### config.mk
export PLATFORM = sky130hd
export DESIGN_NAME = seq_multiplier
export DESIGN_NICKNAME = d
export VERILOG_FILES = /design/src/rtl/seq_multiplier.sv
export SDC_FILE = /design/constraint.sdc
export NUM_CORES = 1
export LEC_CHECK = 0
export BUFFER_PORTS_ARGS = -buffer_cell sky130_fd_sc_hd__buf_2
export CORE_ASPECT_RATIO = 1.1
export CORE_MARGIN = 1
export CORE_UTILIZATION = 30
export CTS_CLUSTER_DIAMETER = 30
export DETAILED_ROUTE_END_ITERATION = 6
export GPL_TIMING_DRIVEN = 0
export PLACE_DENSITY = 0.51
export SLEW_MARGIN = 40
export SYNTH_ARGS = -nofsm -noshare
export SYNTH_HDL_FRONTEND = slang
export SYNTH_SLANG_ARGS = --single-unit
### constraint.sdc
create_clock -name clk -period 3.2 [get_ports clk]
set_input_delay 0.8 -clock clk [delete_from_list [all_inputs] [get_ports clk]]
set_output_delay 0.8 -clock clk [all_outputs]
set_load 0.1 [all_outputs]
### src/rtl/seq_multiplier.sv
// Multi-cycle radix-2 shift-add multiplier producing a 2*DATA_W product into HI/LO.
// Signed operands are reduced to magnitudes, multiplied unsigned, and the sign is reapplied.
module seq_multiplier #(
  parameter int          DATA_W      = 32,
  parameter logic [5:0]  FUNCT_MULT  = 6'b011000,
  parameter logic [5:0]  FUNCT_MULTU = 6'b011001
) (
  input  logic              clk,
  input  logic              rst_n,
  input  logic [5:0]        funct,
  input  logic              mul_en,
  input  logic              cancel,
  input  logic [DATA_W-1:0] operand_1,
  input  logic [DATA_W-1:0] operand_2,
  output logic              busy,
  output logic              done,
  output logic [DATA_W-1:0] result_hi,
  output logic [DATA_W-1:0] result_lo
);

  localparam int                CNT_W    = $clog2(DATA_W);
  localparam logic [CNT_W-1:0]  CNT_LAST = CNT_W'(DATA_W - 1);
  localparam logic [CNT_W-1:0]  CNT_ONE  = CNT_W'(1);

  typedef enum logic [1:0] {IDLE, CALC, SIGN, DONE} state_t;

  state_t                state;
  logic [DATA_W-1:0]     mcand;
  logic [DATA_W-1:0]     mplier;
  logic [2*DATA_W-1:0]   acc;
  logic [CNT_W-1:0]      cnt;
  logic                  negate;

  logic                  op_signed;
  logic                  valid_funct;
  logic                  accept;
  logic [DATA_W:0]       sum;

  // -2^N maps to 2^N, which is representable as an unsigned magnitude.
  function automatic logic [DATA_W-1:0] magnitude(input logic signed [DATA_W-1:0] v,
                                                  input logic is_signed);
    logic [DATA_W-1:0] r;
    r = (is_signed && v[DATA_W-1]) ? -v : v;
    return r;
  endfunction

  function automatic logic [2*DATA_W-1:0] apply_sign(input logic [2*DATA_W-1:0] p,
                                                     input logic neg);
    return neg ? (~p + (2*DATA_W)'(1)) : p;
  endfunction

  assign op_signed   = (funct == FUNCT_MULT);
  assign valid_funct = (funct == FUNCT_MULT) || (funct == FUNCT_MULTU);
  assign accept      = ((state == IDLE) || (state == DONE)) && mul_en && !cancel && valid_funct;
  assign busy        = (state == CALC) || (state == SIGN) || accept;

  // Add keeps the carry so the shifted-in top bit is exact.
  assign sum = {1'b0, acc[2*DATA_W-1:DATA_W]} + (mplier[0] ? {1'b0, mcand} : '0);

  always_ff @(posedge clk or negedge rst_n) begin
    if (!rst_n) begin
      state     <= IDLE;
      done      <= 1'b0;
      result_hi <= '0;
      result_lo <= '0;
      mcand     <= '0;
      mplier    <= '0;
      acc       <= '0;
      cnt       <= '0;
      negate    <= 1'b0;
    end else begin
      done <= 1'b0;
      if (cancel) begin
        state <= IDLE;
      end else begin
        case (state)
          IDLE, DONE: begin
            if (accept) begin
              mcand  <= magnitude(operand_1, op_signed);
              mplier <= magnitude(operand_2, op_signed);
              negate <= op_signed & (operand_1[DATA_W-1] ^ operand_2[DATA_W-1]);
              acc    <= '0;
              cnt    <= '0;
              state  <= CALC;
            end else begin
              state <= IDLE;
            end
          end
          CALC: begin
            acc    <= {sum, acc[DATA_W-1:1]};
            mplier <= mplier >> 1;
            cnt    <= cnt + CNT_ONE;
            if (cnt == CNT_LAST) state <= SIGN;
          end
          SIGN: begin
            {result_hi, result_lo} <= apply_sign(acc, negate);
            done                   <= 1'b1;
            state                  <= DONE;
          end
          default: state <= IDLE;
        endcase
      end
    end
  end

endmodule

## After elaboration in Yosys (flattened, before gate mapping)

Index checks and enable logic that the tools add are counted.

- Mux-type cells: 16
- Eq/ne operators: 8
- Add/sub/neg operators: 5
- Reduce and logical (&&, ||, !) cells: 16
- Bitwise gates (word level): 4

Operators by type and width:

| kind | count |
|---|---|
| $mux W32 | 4 |
| $mux W64 | 2 |
| $pmux W64 S2 | 1 |
| $add A64 B1 Y64 const B | 1 |
| $neg A32 Y32 | 2 |
| $not A64 Y64 | 1 |
| $pmux W32 S2 | 1 |
| $add A32 B32 Y33 | 1 |
| $eq A6 B5 Y1 const B | 2 |
| $pmux W5 S2 | 1 |
| $pmux W2 S3 | 1 |
| $reduce_and A3 Y1 | 2 |
| $add A5 B1 Y5 const B | 1 |
| $eq A5 B5 Y1 const B | 1 |
| $logic_and A1 B1 Y1 | 5 |
| $mux W5 | 1 |
| $eq A2 B2 Y1 const B | 2 |
| $logic_or A1 B1 Y1 | 4 |
| $mux W2 | 2 |
| $mux W1 | 3 |
| $ne A3 B2 Y1 const B | 1 |
| $eq A2 B1 Y1 const B | 1 |
| $logic_not A2 Y1 | 1 |
| $ne A2 B2 Y1 const B | 1 |
| 7 further kinds | 7 |

- Register bits after elaboration: 201
- Input bits: 74
- Logic and storage cells: 58
- Output and inout port bits: 66

## Logic depth before layout (Yosys ltp)

- Depth in word-level cells: 8
- Gate-level depth with buffers: 12
- Depth with buffers taken out: 11

## Worst setup path after synthesis

No wires, ideal clock.

- Kind: input-to-output
- From: input funct[1]
- To: output busy
- Setup slack: -0.110 ns
- Required time: 2.400 ns
- Cell stages on the path: 7
- Arrival time: 2.510 ns
- Buffers on the path: 2
- Cells stage by stage: nor2_1 -> and4b_1 -> nand3_1 -> or2_2 -> clkbuf_1 -> clkbuf_1 -> nand2_1

- Longest elaborated chain between the ends: 4
- Elaborated cells between the ends (all ways): 5
- Those cells by class: eq/ne: 2; reduce/logical: 3

RTL lines:

| element | RTL line | RTL |
|---|---|---|
| from (decl) | 10 | `input logic [5:0] funct,` |
| $eq A6 B5 Y1 | 53 | `assign valid_funct = (funct == FUNCT_MULT) \|\| (funct == FUNCT_MULTU);` |
| $logic_or A1 B1 Y1 * | 53 |  |
| $logic_and A1 B1 Y1 * | 54 | `assign accept = ((state == IDLE) \|\| (state == DONE)) && mul_en && !cancel && valid_funct;` |
| $logic_or A1 B1 Y1 * | 55 | `assign busy = (state == CALC) \|\| (state == SIGN) \|\| accept;` |
| to (decl) | 15 | `output logic busy,` |

Mark *: on every way between the ends. The rest lies on a longest branch, timed or not.

## Worst setup path after layout

- From: register acc[39]
- To: register result_hi[17]

- Longest elaborated chain between the ends: 3

RTL lines:

| element | RTL line | RTL |
|---|---|---|
| from (decl) | 30 | `logic [2*DATA_W-1:0] acc;` |
| from (signal assigned) | 90 | `acc <= {sum, acc[DATA_W-1:1]};` |
| $not A64 Y64 | 49 | `return neg ? (~p + (2*DATA_W)'(1)) : p;` |
| $add A64 B1 Y64 | 49 |  |
| $mux W64 | 49 |  |
| to (signal assigned) | 96 | `{result_hi, result_lo} <= apply_sign(acc, negate);` |
| to (decl) | 17 | `output logic [DATA_W-1:0] result_hi,` |

Every way passes these cells.
A chain may end at the register's enable or synchronous reset.

==> out/qor.txt <==
RUN STATUS
-------------------------------------------------------------------------------------------
Run status                                                                        completed

SYNTHESIS
-------------------------------------------------------------------------------------------
Register area share after synthesis                                                  41.30%
Ys flop type                                                                   sky130_fd_sc_hd__dfrtp_1
Area share of the largest cell type after synthesis                                  41.30%
Largest cells by area after synthesis                                          sky130_fd_sc_hd__dfrtp_1 (41%), sky130_fd_sc_hd__xor2_1 (7.8%), sky130_fd_sc_hd__o21ai_0 (7.6%), sky130_fd_sc_hd__nand2_1 (6.0%), sky130_fd_sc_hd__ha_1 (4.0%)
Library cell occupying the most area in the post-synthesis netlist             sky130_fd_sc_hd__dfrtp_1
Number of synthesized flops with an enable pin                                            0
Synthesized Nets                                                                       1468
Synthesis warning total                                                                   0
Mean instance size in the synthesized netlist                                   8.995 sq um
Register bit count reported by yosys                                                    201
Gate count after technology mapping                                                    1354
Area of the mapped netlist                                                      12180 sq um
Count of unique library cells instantiated by Yosys                                      71
Post-synthesis async set-or-reset flop share                                         100.0%

POWER
-------------------------------------------------------------------------------------------
Internal power summed over all cells                                                7425 uW
Static Leak                                                                     0.007005 uW
Switching Share                                                                      43.59%
Logic gate share of total power                                                       35.0%
Worst VDD drop                                                                     675.8 uV
Share of total power in the clock network                                             38.3%
Net load switching power                                                            5738 uW
Seq pwr share                                                                         26.7%
Cell area power density                                                        852.6 nW/um^2

SETUP PATH
-------------------------------------------------------------------------------------------
Critical Path Sink Type                                                           flip-flop
Worst R2R Path Depth                                                                      7
Internal reg-to-reg setup slack                                                     0.12 ns
Worst r2r src                                                                       acc[39]
Worst EP required                                                                   3.59 ns
Arrival time at the worst endpoint                                                  3.47 ns
Critical setup path kind                                                       flip-flop to flip-flop
Crit Path Max Fanout                                                                      5
Worst R2R End                                                                  result_hi[17]
Crit path launch type                                                             flip-flop

CLOCK NETWORK
-------------------------------------------------------------------------------------------
Clock-pin slew on the worst setup and hold paths                                    0.04 ns
Clock tree from TritonCTS                                                             built
CTS Root Buffer Type                                                           sky130_fd_sc_hd__clkbuf_16
# hold bufs at CTS                                                                        0
CTS Buf Count                                                                            49
Clk buf depth                                                                             3
Total clock sinks                                                                       201
Worst skew pair latency                                                             0.54 ns
H-tree Lvls                                                                               2

FLOORPLANNING
-------------------------------------------------------------------------------------------
Boundary pin count                                                                      140
Die ar.                                                                         41410 sq um
Row Count                                                                                77
Initial standard-cell utilization of the core                                        30.39%
Die span in x                                                                      194.1 um
Height of the die                                                                  213.3 um
Area of the core                                                                40080 sq um

FINAL LAYOUT
-------------------------------------------------------------------------------------------
Count of placed standard cells in the final layout, fillers left out                   2099
Area Overhead vs Synth                                                               26.77%
Net total in the final layout                                                          1660
Ratio of cells with drive above 1 in the final layout                                18.60%
Leading cell types in the layout, fill and taps excluded                       sky130_fd_sc_hd__dfrtp_1 (200), sky130_fd_sc_hd__nand2_1 (195), sky130_fd_sc_hd__o21ai_0 (183), sky130_fd_sc_hd__buf_2 (137), sky130_fd_sc_hd__xor2_1 (108)
Final Cell Area                                                                 15440 sq um
Total inserted antenna cells                                                              0
Most frequent standard cell in the layout excluding fill and tap cells         sky130_fd_sc_hd__dfrtp_1
# fillers                                                                              4107

DETAILED ROUTING
-------------------------------------------------------------------------------------------
DR pass1 iterations                                                                       4
Remaining antenna violation count                                                         0
Number of DRC violations after detailed routing                                           0
Drt via density                                                                       5.053
Overall via count from detail_route                                                   10610
Wire length after detailed routing                                                 36010 um
Detail-routed net length per standard cell                                         17.15 um
Number of design-rule violations left by the first detailed-router iteration            587

PLACEMENT
-------------------------------------------------------------------------------------------
Placement Setup Slack                                                            -0.5943 ns
Total placed cells including tap cells                                                 2009
Placed wire-length estimate                                                        27860 um
Post-Place Cell Area                                                            13620 sq um
RD Place Congestion                                                                  0.8940
Port Buf Inserts                                                                        139

GLOBAL ROUTING
-------------------------------------------------------------------------------------------
Via count of the first global-routing pass                                            10680
Global-route wire length before repair                                             57790 um
Pin count of the biggest net entering global routing                                     58
Residual overflow from global routing                                                     0
Global-route total usage across every layer                                          17.49%
Number of antenna violations at the first check in global routing                         0

HOLD PATH
-------------------------------------------------------------------------------------------
Tightest Hold Check Type                                                       input pin to asynchronous set/reset pin

STA
-------------------------------------------------------------------------------------------
Normalized max-slew margin                                                           47.27%
Worst clock skew on the final layout                                             0.01027 ns
Slew Limit Fails                                                                          0
Setup violation total in the final timing report                                          0
Unrepaired setup endpoints after global routing                                         yes
Fmax                                                                              324.7 MHz
Slew at the pin closest to its max-slew limit                                     0.7880 ns
Share of the clock period used by the worst path after layout                        96.25%
Clock period minus worst slack                                                     3.080 ns
Post-layout worst setup margin                                                    0.1199 ns
Fin. Hold Viols                                                                           0

FLOW RUN
-------------------------------------------------------------------------------------------
Max cap viols                                                                             0

## layer usage
metal  GRT usage [%]  part of all wire [%]
met1           23.15                    47
met4           5.993                   2.4
met3           2.622                   3.8
met2           29.19                    47
met5               0                     0
## per-stage QoR
stage / setup TNS [ns] / hold slack [ns] / power, uW / utilization (%)
2_1_floorplan: 0 / 0.4376 / 7141 / -
3_3_place_gp: -448.28 / 0.4580 / 8119 / 33.73
3_5_place_dp: -12.53 / 0.4637 / 8172 / 33.99
4_1_cts: 0 / 0.1325 / 13300 / 38.33
5_1_grt: -0.01505 / 0.1495 / 13790 / 38.52
6_report: 0 / 0.1428 / 13160 / 38.52
## how the worst max path moves through the flow
stage	start	endpoint	cells past startpoint	slack [ns]
3_3_place_gp	rst_n	result_lo[27]	1	-2.20
6_report	acc[39]	result_hi[17]	7	0.12
2_1_floorplan	funct[1]	busy	7	0.14
3_5_place_dp	mplier[0]	acc[59]	12	-0.59
4_1_cts	mplier[0]	acc[56]	10	0.006
5_1_grt	mplier[0]	acc[56]	11	-0.009
## synth_stat cells, types with 5 or more instances
master,number
sky130_fd_sc_hd__or3_1,9
sky130_fd_sc_hd__nor2b_1,7
sky130_fd_sc_hd__a22oi_1,31
sky130_fd_sc_hd__xor2_1,108
sky130_fd_sc_hd__o41ai_1,12
sky130_fd_sc_hd__a21o_1,15
sky130_fd_sc_hd__and2_1,36
sky130_fd_sc_hd__or4_4,5
sky130_fd_sc_hd__o31ai_1,40
sky130_fd_sc_hd__inv_1,25
sky130_fd_sc_hd__ha_1,39
sky130_fd_sc_hd__nand3_1,26
sky130_fd_sc_hd__a31oi_1,6
sky130_fd_sc_hd__nor3_1,22
sky130_fd_sc_hd__o21ai_1,8
sky130_fd_sc_hd__nor2_1,52
sky130_fd_sc_hd__nand2_1,196
sky130_fd_sc_hd__or4_1,11
sky130_fd_sc_hd__o211ai_1,6
sky130_fd_sc_hd__a211oi_1,6
sky130_fd_sc_hd__o21ai_0,185
sky130_fd_sc_hd__clkbuf_1,76
sky130_fd_sc_hd__xnor2_1,35
sky130_fd_sc_hd__nand4_1,11
sky130_fd_sc_hd__dfrtp_1,201
sky130_fd_sc_hd__a22o_1,31
sky130_fd_sc_hd__o21bai_1,5
sky130_fd_sc_hd__nand2b_1,10
sky130_fd_sc_hd__a21oi_1,57
sky130_fd_sc_hd__nor4_1,9
## what timing repair did
action	in CTS	in global routing
pin swaps	1	1
gates resized for setup	10	22
setup buffers	0	2
setup endpoints to repair	13	31
## power by group through the flow
| stage | Clock [uW] | Combinational, uW | Sequential [uW] |
|---|---|---|---|
| CTS | 5140 | 4630 | 3520 |
| finish | 5040 | 4600 | 3520 |
| floorplan | 0 | 1170 | 5970 |
| global route | 5290 | 4910 | 3600 |
| global placement | 0 | 4580 | 3540 |
| detailed placement | 0 | 4610 | 3560 |
## area by class of cell
class | count | area [sq um] | area share [%]
clock inverters | 37 | 426.7 | 2.763
inverters | 25 | 93.84 | 0.6078
clock buffers | 54 | 1285 | 8.323
repair buffers | 144 | 805.8 | 5.219
plain buffers | 82 | 374.1 | 2.423
well taps | 513 | 641.9 | 4.157
flip-flops and latches | 201 | 5031 | 32.59
multi-input cells | 1043 | 6782 | 43.92
## cell families (layout without fill, tap and decap cells)
kind of cell    count (synthesis)  count (layout)  share of synthesized area [%]
compound gates                438             438                          23.28
simple gates                  420             420                          16.93
flops                         201             201                          41.30
xor+xnor                      143             143                          10.28
buf+inv                       110             342                          3.873
fa+ha+maj                      40              40                          4.171
mux                             2               2                         0.1644
## worst max-delay path: stages (launching register included)
cell                      delay, ns
sky130_fd_sc_hd__dfrtp_1       0.47
sky130_fd_sc_hd__or4_1         0.55
sky130_fd_sc_hd__or4b_4        0.56
sky130_fd_sc_hd__nor4_2        0.40
sky130_fd_sc_hd__nand3_1       0.25
sky130_fd_sc_hd__o21ai_0       0.28
sky130_fd_sc_hd__xor2_1        0.28
sky130_fd_sc_hd__o21ai_0       0.13
## flip-flops by register name (all words and copies together) (netlist names)
signal     flops
acc           64
mcand         32
mplier        32
result_hi     32
result_lo     32
cnt            5
state          2
done           1
negate         1
Note: power is estimated with default switching activity, not from simulation.
